==> src/rtl/shared_vc_allocator_if.sv <==
// Handshake and status bundle between an input port's shared-VC allocator and its neighbours:
// the bank allocators and the head-flit requester.
interface shared_vc_allocator_if #(
    parameter int unsigned num_vcs   = 10,
    parameter int unsigned num_ports = 5
);
    logic [num_ports*num_ports-1:0] memory_bank_grant_in;
    logic [num_ports-1:0]           bank_ready;
    logic                           alloc_req;
    logic                           alloc_gnt;
    logic [num_vcs-1:0]             alloc_vc;
    logic [num_vcs-1:0]             release_vc;
    logic [num_vcs-1:0]             allocated_shared_ivc;

    modport master (
        output memory_bank_grant_in,
        output bank_ready,
        output alloc_req,
        output release_vc,
        input  alloc_gnt,
        input  alloc_vc,
        input  allocated_shared_ivc
    );

    modport slave (
        input  memory_bank_grant_in,
        input  bank_ready,
        input  alloc_req,
        input  release_vc,
        output alloc_gnt,
        output alloc_vc,
        output allocated_shared_ivc
    );
endinterface

==> src/rtl/shared_vc_allocator.sv <==
// Per-input-port allocator handing out free shared VCs from banks owned by this port.
// Round-robin selection, with a grant pulse followed by a hold cycle so the requester can drop its request.
module shared_vc_allocator #(
    parameter int unsigned num_vcs   = 10,
    parameter int unsigned num_ports = 5,
    parameter int unsigned port_id   = 0
) (
    input  logic                   clk_i,
    input  logic                   rst_ni,
    shared_vc_allocator_if.slave   bus
);
    localparam int unsigned num_vcs_per_bank = num_vcs / num_ports;
    localparam int unsigned PtrW = (num_vcs > 1) ? $clog2(num_vcs) : 1;

    localparam logic [1:0] StIdle  = 2'd0;
    localparam logic [1:0] StGrant = 2'd1;
    localparam logic [1:0] StHold  = 2'd2;

    logic [1:0]         state_q, state_d;
    logic               gnt_q, gnt_d;
    logic [num_vcs-1:0] vc_q, vc_d;
    logic [num_vcs-1:0] alloc_q, alloc_d;
    logic [PtrW-1:0]    ptr_q, ptr_d;

    logic [num_vcs-1:0] elig;
    logic               found;
    logic [PtrW-1:0]    sel;
    int unsigned        idx;

    always_comb begin
        elig = '0;
        for (int unsigned v = 0; v < num_vcs; v++) begin
            elig[v] = bus.memory_bank_grant_in[(v / num_vcs_per_bank) * num_ports + port_id] &
                      bus.bank_ready[v / num_vcs_per_bank] & ~alloc_q[v];
        end
    end

    // First eligible VC at or after the pointer, wrapping at num_vcs-1.
    always_comb begin
        found = 1'b0;
        sel   = '0;
        idx   = 0;
        for (int unsigned i = 0; i < num_vcs; i++) begin
            idx = 32'(ptr_q) + i;
            if (idx >= num_vcs) idx = idx - num_vcs;
            if (!found && elig[idx]) begin
                found = 1'b1;
                sel   = idx[PtrW-1:0];
            end
        end
    end

    always_comb begin
        state_d = state_q;
        gnt_d   = 1'b0;
        vc_d    = '0;
        ptr_d   = ptr_q;
        alloc_d = alloc_q & ~bus.release_vc;
        unique case (state_q)
            StIdle: begin
                if (bus.alloc_req && found) begin
                    gnt_d   = 1'b1;
                    vc_d    = num_vcs'(1) << sel;
                    alloc_d = alloc_d | (num_vcs'(1) << sel);
                    ptr_d   = (sel == PtrW'(num_vcs - 1)) ? '0 : sel + PtrW'(1);
                    state_d = StGrant;
                end
            end
            StGrant: state_d = StHold;
            StHold:  state_d = StIdle;
            default: state_d = StIdle;
        endcase
    end

    always_ff @(posedge clk_i or negedge rst_ni) begin
        if (!rst_ni) begin
            state_q <= StIdle;
            gnt_q   <= 1'b0;
            vc_q    <= '0;
            alloc_q <= '0;
            ptr_q   <= '0;
        end else begin
            state_q <= state_d;
            gnt_q   <= gnt_d;
            vc_q    <= vc_d;
            alloc_q <= alloc_d;
            ptr_q   <= ptr_d;
        end
    end

    assign bus.alloc_gnt            = gnt_q;
    assign bus.alloc_vc             = vc_q;
    assign bus.allocated_shared_ivc = alloc_q;
endmodule

==> src/flat_wrapper.sv <==
// flat-port wrapper written by rule: the top's interface ports become plain ports
module shared_vc_allocator_flat 
#(
    parameter int unsigned num_vcs   = 10,
    parameter int unsigned num_ports = 5,
    parameter int unsigned port_id   = 0
)
  (clk_i, rst_ni, bus_memory_bank_grant_in, bus_bank_ready, bus_alloc_req, bus_release_vc, bus_alloc_gnt, bus_alloc_vc, bus_allocated_shared_ivc);
  shared_vc_allocator_if #(.num_vcs(num_vcs), .num_ports(num_ports)) bus_i ();
  input  logic clk_i;
  input  logic rst_ni;
  input wire logic [$bits(bus_i.memory_bank_grant_in)-1:0] bus_memory_bank_grant_in;
  input wire logic [$bits(bus_i.bank_ready)-1:0] bus_bank_ready;
  input wire logic [$bits(bus_i.alloc_req)-1:0] bus_alloc_req;
  input wire logic [$bits(bus_i.release_vc)-1:0] bus_release_vc;
  output wire logic [$bits(bus_i.alloc_gnt)-1:0] bus_alloc_gnt;
  output wire logic [$bits(bus_i.alloc_vc)-1:0] bus_alloc_vc;
  output wire logic [$bits(bus_i.allocated_shared_ivc)-1:0] bus_allocated_shared_ivc;
  assign bus_i.memory_bank_grant_in = bus_memory_bank_grant_in;
  assign bus_i.bank_ready = bus_bank_ready;
  assign bus_i.alloc_req = bus_alloc_req;
  assign bus_i.release_vc = bus_release_vc;
  assign bus_alloc_gnt = bus_i.alloc_gnt;
  assign bus_alloc_vc = bus_i.alloc_vc;
  assign bus_allocated_shared_ivc = bus_i.allocated_shared_ivc;
  shared_vc_allocator #(.num_vcs(num_vcs), .num_ports(num_ports), .port_id(port_id)) u_core (.clk_i(clk_i), .rst_ni(rst_ni), .bus(bus_i));
endmodule
==> config.mk <==
export PLATFORM = sky130hd
export DESIGN_NAME = shared_vc_allocator_flat
export DESIGN_NICKNAME = d
export VERILOG_FILES = /design/src/rtl/shared_vc_allocator_if.sv /design/src/rtl/shared_vc_allocator.sv /design/src/flat_wrapper.sv
export SDC_FILE = /design/constraint.sdc
export NUM_CORES = 1
export LEC_CHECK = 0
export BUFFER_PORTS_ARGS = -buffer_cell sky130_fd_sc_hd__buf_2
export CAP_MARGIN = 20
export CORE_MARGIN = 2
export CORE_UTILIZATION = 59
export DETAILED_ROUTE_END_ITERATION = 10
export PLACE_DENSITY = 0.88
export SYNTH_ARGS = -nofsm -noshare
export SYNTH_HDL_FRONTEND = slang
export SYNTH_SLANG_ARGS = --single-unit
==> constraint.sdc <==
create_clock -name clk_i -period 6.15 [get_ports clk_i]
set_input_delay 0.615 -clock clk_i [delete_from_list [all_inputs] [get_ports clk_i]]
set_output_delay 0.615 -clock clk_i [all_outputs]
set_load 0.005 [all_outputs]
==> flow_summary.yaml, run 1 <==
cts:
  clk_latency_ps: 290
  clkTransAtPathRegs_ps: 100
  post_cts_buffers: 0
  cts_root_buf: "clkbuf_8"
  numCtsBuffers: 3
  cts_sinks: 27
  cts_hold_buffers: 0
  clk_path_buf_depth: 2
  cts_tree: "done"
  htreeDepth: 1
  ctsResizeCount: 0
detailed_routing:
  vias: 4644
  viasPerCell: 7.08
  wire_per_inst_um: 20.5
  first_iter_violations: 376
  drc: 0
  finalWirelength_mm: 13.4
  postRouteAntennaNets: 0
  firstDrtPassIters: 5
worst_setup_path:
  r2r_cells: 15
  required_ps: 6340
  r2r_start: "u_core.ptr_q[1]"
  rr_endpoint: "u_core.bus.allocated_shared_ivc[5]"
  ff2ff_setup_slack_ps: 720
  path_max_fanout: 25
  cp.arrival_ps: 5620
  endpoint_kind: "register"
  cp-start-kind: "register"
  path_class: "reg2reg"
global_route:
  grt_max_degree: 28
  grt_pass1_wl_mm: 22.1
  grt_pass1_vias: 4455
  antenna_found_initial: 0
  gr-total-overflow: 0
  grt.total_usage: 0.327
synth:
  yosysWarnings: 0
  yosys.area.top_type: "dfrtp_1"
  ys_seq_elements: 27
  yosys-top-cells-area: "dfrtp_1 15%, ha_1 7.2%, mux2i_1 4.6%, a21oi_1 3.2%, nor2_1 2.8%"
  postSynthCellCount: 529
  synth_area_um2: 4370
  synth_top_flop_cell: "dfrtp_1"
  async_reset_ff_frac: 1.00
  synth_seq_area_share: 0.155
  synth_edf_count: 0
  synth_top_area_share: 0.155
  postSynthAreaPerCell_um2: 8.25
  synth_cell_type_count: 107
  synth_nets: 597
timing:
  slew_violations: 0
  setup_viol: 0
  fin_setup_tns_ps: 0
  fin_crit_ps: 5430
  hold_viol: 0
  skew_ps: 7.69
  max_slew.worst_pin.slew_ps: 997
  relSlewSlack: 0.335
  fmax_ghz: 0.184
  fin_crit_sh: 0.883
  rsz0062_at_grt: "no"
final_layout:
  area.growth.synth_to_final_pct: 6.08
  seqCellArea_um2: 676
  multiInputGateArea_um2: 3430
  nets: 626
  drive_gt1_frac: 0.206
  antennaDiodeCount: 0
  n_fill_cell: 645
floorplan:
  core_um2: 7210
  io_pins: 64
  die_w_um: 90.0
  die_h_um: 90.0
  start_util: 0.605
  dieArea_um2: 8100
  std_cell_rows: 31
placed_design:
  gp_congestion: 1.04
  numPortBuffers: 43
  dp_hpwl_mm: 10.3
run_status:
  status: "complete, no violations"
run:
  cap_viol_max_count: 0
min_path:
  hold_path.class: "in2async"
## final cells by class
| class | count | share of cell area |
|---|---|---|
| Multi-Input combinational cell | 451 | 0.740 |
| Sequential cell | 27 | 0.146 |
| Timing Repair Buffer | 48 | 0.0546 |
| Tap cell | 99 | 0.0267 |
| Inverter | 27 | 0.0219 |
| Clock buffer | 3 | 0.00892 |
| Clock inverter | 1 | 0.00162 |
## state kept, by name (all words and copies together), names as in the netlist
name	flops
u_core.bus.alloc_gnt	1
u_core.bus.alloc_vc	10
u_core.bus.allocated_shared_ivc	10
u_core.ptr_q	4
u_core.state_q	2
## cells by family after synthesis
kind of cell             count (synthesis)  synth area share
buffers and inverters                   51            0.0599
multiplexers                            31            0.0794
AND/OR/NAND/NOR                        211             0.285
AO/OA/AOI/OAI                          174             0.321
adder cells (fa/ha/maj)                 25            0.0717
XOR/XNOR                                10            0.0284
flip-flops                              27             0.155
## layout by cell type, fill, tap and decap left out, drive strengths merged, types with 4 or more instances in the layout
cell	netlist	layout
and3	12	12
a21boi	5	5
o22ai	15	15
a211o	4	4
nor2	35	35
o21ai	19	19
o21a	5	5
xnor2	7	7
and2	10	10
nand2b	10	10
mux2i	21	21
o211ai	10	10
mux2	9	9
nand3	19	19
a22oi	4	4
nor2b	16	16
nor3	20	20
nor4	8	8
o32ai	5	5
a211oi	13	13
nor3b	4	4
nand4b	4	4
inv	25	25
ha	25	25
o221ai	4	4
buf	18	48
or3	8	8
a21o	9	9
a31oi	5	5
a21oi	31	31
nand3b	6	6
or2	12	12
dfrtp	27	27
nand2	32	32
## per-stage QoR
stage          worst slack, ps  cells   util  hold WS [ps]  area (µm²)
3_3_place_gp              1050    652  0.635           412        4580
3_5_place_dp               922    652  0.635           428        4580
4_1_cts                    878    656  0.642           339        4630
5_1_grt                    392    656  0.642           380        4630
6_report                   722    656  0.642           319        4630
2_1_floorplan             1540    529      -           319        4370
## per-layer routing
| metal | wire, µm | track usage |
|---|---|---|
| met5 | 0 | 0 |
| met1 | 5410 | 0.423 |
| met2 | 6250 | 0.560 |
| met4 | 460 | 0.128 |
| met3 | 1310 | 0.0360 |
## worst max path at each step
stage | slack, ps | to | startpoint
6_report | 720 | u_core.bus.allocated_shared_ivc[5] | u_core.ptr_q[1]
5_1_grt | 390 | u_core.bus.allocated_shared_ivc[5] | u_core.ptr_q[1]
4_1_cts | 880 | u_core.ptr_q[1] | u_core.ptr_q[1]
3_5_place_dp | 920 | u_core.ptr_q[3] | u_core.ptr_q[1]
3_3_place_gp | 1050 | u_core.ptr_q[1] | u_core.ptr_q[1]
2_1_floorplan | 1540 | u_core.bus.allocated_shared_ivc[3] | u_core.ptr_q[1]
## cells in the mapped netlist (10+ instances only)
library cell	number
nor2b_1	16
o22ai_1	14
inv_1	22
ha_1	25
nand2_1	31
nor3_1	20
and2_1	10
mux2i_1	20
dfrtp_1	27
o21ai_0	18
nand3_1	18
a21oi_1	28
nor2_1	32
nand2b_1	10
and3_1	10
## worst max-delay path: stages (launching register included)
cell and delay [ps]:
dfrtp_1 360, clkinv_1 350, ha_1 430, buf_4 270, clkinv_1 340, ha_1 350
nor2_1 200, o22ai_1 110, a221o_1 430, mux2i_1 320, a22o_2 310, or3_4 200
nor2_4 60, a21oi_1 760, nand2b_1 470, o32ai_2 360
Power of run 1 is left out: the tool's default activity adds up to more than one toggle a clock period on the data nets, which glitch-free logic cannot reach.
==> inputs of run 2 (changes only) <==
--- a/config.mk
+++ b/config.mk
@@ -5,12 +5,13 @@
 export SDC_FILE = /design/constraint.sdc
 export NUM_CORES = 1
 export LEC_CHECK = 0
+export ABC_AREA = 1
 export BUFFER_PORTS_ARGS = -buffer_cell sky130_fd_sc_hd__buf_2
 export CAP_MARGIN = 20
 export CORE_MARGIN = 2
-export CORE_UTILIZATION = 59
+export CORE_UTILIZATION = 58
 export DETAILED_ROUTE_END_ITERATION = 10
-export PLACE_DENSITY = 0.88
+export PLACE_DENSITY = 0.89
 export SYNTH_ARGS = -nofsm -noshare
 export SYNTH_HDL_FRONTEND = slang
 export SYNTH_SLANG_ARGS = --single-unit
==> flow_summary.yaml, run 2 <==
final_layout:
  n_fill_cell: 514
  multiInputGateArea_um2: 2470
  drive_gt1_frac: 0.172
  seqCellArea_um2: 676
  postLayoutCoreUtil: 0.653
  antennaDiodeCount: 0
  mostFrequentLayoutCells: "177 x nand2_1, 79 x inv_1, 70 x nand3_1"
  area.growth.synth_to_final_pct: 9.30
  nets: 678
  layout_commonest_cell: "nand2_1"
floorplan:
  die_h_um: 82.1
  core_um2: 5920
  io_pins: 64
  std_cell_rows: 28
  die_w_um: 82.1
  start_util: 0.598
  dieArea_um2: 6740
placed_design:
  gp_congestion: 1.03
  numPortBuffers: 43
  dp_hpwl_mm: 7.73
timing:
  slew_violations: 0
  fmax_ghz: 0.223
  setup_viol: 0
  skew_ps: 6.98
  fin_crit_sh: 0.728
  relSlewSlack: 0.381
  fin_crit_ps: 4480
  max_slew.worst_pin.slew_ps: 919
  fin_setup_tns_ps: 0
  hold_viol: 0
  rsz0062_at_grt: "no"
detailed_routing:
  vias: 3883
  drc: 0
  viasPerCell: 5.68
  first_iter_violations: 362
  firstDrtPassIters: 5
  wire_per_inst_um: 14.2
  postRouteAntennaNets: 0
  finalWirelength_mm: 9.73
cts:
  htreeDepth: 1
  cts_tree: "done"
  cts_hold_buffers: 0
  ctsResizeCount: 0
  cts_root_buf: "clkbuf_8"
  numCtsBuffers: 3
  cts_sinks: 27
  clk_path_buf_depth: 2
  post_cts_buffers: 0
  clkTransAtPathRegs_ps: 100
  clk_latency_ps: 280
global_route:
  antenna_found_initial: 0
  grt_pass1_wl_mm: 15.6
  grt_max_degree: 28
  gr-total-overflow: 0
  grt.total_usage: 0.294
  grt_pass1_vias: 3513
synth:
  yosys.area.top_type: "dfrtp_1"
  synth_edf_count: 0
  synth_area_um2: 3540
  postSynthAreaPerCell_um2: 6.25
  synth_cell_type_count: 42
  ys_seq_elements: 27
  synth_seq_area_share: 0.191
  synth_top_area_share: 0.191
  yosysMostFrequentCell: "nand2_1"
  postSynthCellCount: 566
  synth_top_flop_cell: "dfrtp_1"
  yosysWarnings: 0
  synth_nets: 634
  async_reset_ff_frac: 1.00
  yosys-top-cells-area: "dfrtp_1 19%, nand2_1 19%, nand3_1 9.9%, ha_1 8.8%, inv_1 8.4%"
  synth_common_cells: "177 x nand2_1, 79 x inv_1, 70 x nand3_1"
worst_setup_path:
  path_max_fanout: 14
  cp.arrival_ps: 4640
  cp_slowest_cell: "dfrtp_1"
  cp_common_cell: "nand2_1"
  crit_buf_inv: 4
  max_stage_delay_ps: 710
  endpoint_kind: "register"
  cp-start-kind: "register"
  path_class: "reg2reg"
  required_ps: 6310
  crit_family: "simple AND/OR/NAND/NOR gates"
  path_cells: "inv_2, ha_1, a21oi_1, inv_1, o21ai_1, inv_1, nand3_1, nand2_1, nand2_1, nand4_2, nor2_8, nand4_4, nor2_1, nor2_1, nand2_1, nand2_1, nand2_4, inv_2, nor2_1, ha_1, nand2_1, o22ai_1"
run:
  cap_viol_max_count: 0
run_status:
  status: "complete, no violations"
min_path:
  hold_path.class: "in2async"
-- run 2: changes by cell type after synthesis, sizes merged, moves of 17 or more --
cell   change
nand2    +159
inv       +66
nand3     +59
o21ai     +23
mux2i     -21
a21oi     -17
nor3      -17
-- run 2: cell type report --
| class | count | area share |
|---|---|---|
| flip-flops and latches | 27 | 0.175 |
| clock inverters | 1 | 0.00194 |
| multi-input cells | 442 | 0.639 |
| clock buffers | 3 | 0.0107 |
| repair buffers | 45 | 0.0595 |
| inverters | 91 | 0.0896 |
| well taps | 75 | 0.0243 |
-- run 2: metal layers --
| metal | global-route usage | part of all wire |
|---|---|---|
| met5 | 0 | 0 |
| met4 | 0.0850 | 0.019 |
| met3 | 0.0359 | 0.073 |
| met2 | 0.493 | 0.48 |
| met1 | 0.397 | 0.43 |
-- run 2: cell families after synthesis --
kind of cell / synth area share
AND/OR/NAND/NOR: 0.451
buffers and inverters: 0.110
XOR/XNOR: 0.0339
AO/OA/AOI/OAI: 0.125
adder cells (fa/ha/maj): 0.0884
flip-flops: 0.191
-- run 2: final timing paths --
check / start / endpoint / slack [ps] / depth (start not counted)
min in group clk_i: u_core.state_q[1] / u_core.state_q[1] / 440 / 1
setup reg to reg: u_core.ptr_q[2] / u_core.ptr_q[2] / 1670 / 22
hold / removal: rst_ni / u_core.bus.allocated_shared_ivc[1] / 340 / 1
hold reg to reg: u_core.state_q[1] / u_core.state_q[1] / 440 / 1
setup / recovery: u_core.ptr_q[2] / u_core.ptr_q[2] / 1670 / 22
max in group asynchronous: rst_ni / u_core.bus.allocated_shared_ivc[2] / 5420 / 1
-- run 2: worst reg2reg max path, delay by kind of cell (launching register included) --
family / cells / cell delay [ps]
compound gates: 3 / 610
fa+ha+maj: 2 / 620
buf+inv: 4 / 580
flops: 1 / 710
simple gates: 13 / 1850
-- run 2: per-stage QoR --
step / worst slack, ps / cells / hold slack (ps) / instance area (µm²)
after detailed placement: 1810 / 680 / 427 / 3820
final: 1670 / 684 / 337 / 3870
after CTS: 1750 / 684 / 350 / 3870
after global routing: 1310 / 684 / 380 / 3870
after floorplan: 2400 / 566 / 319 / 3540
after global placement: 1880 / 680 / 411 / 3820
Power of run 2 is left out for the same reason.
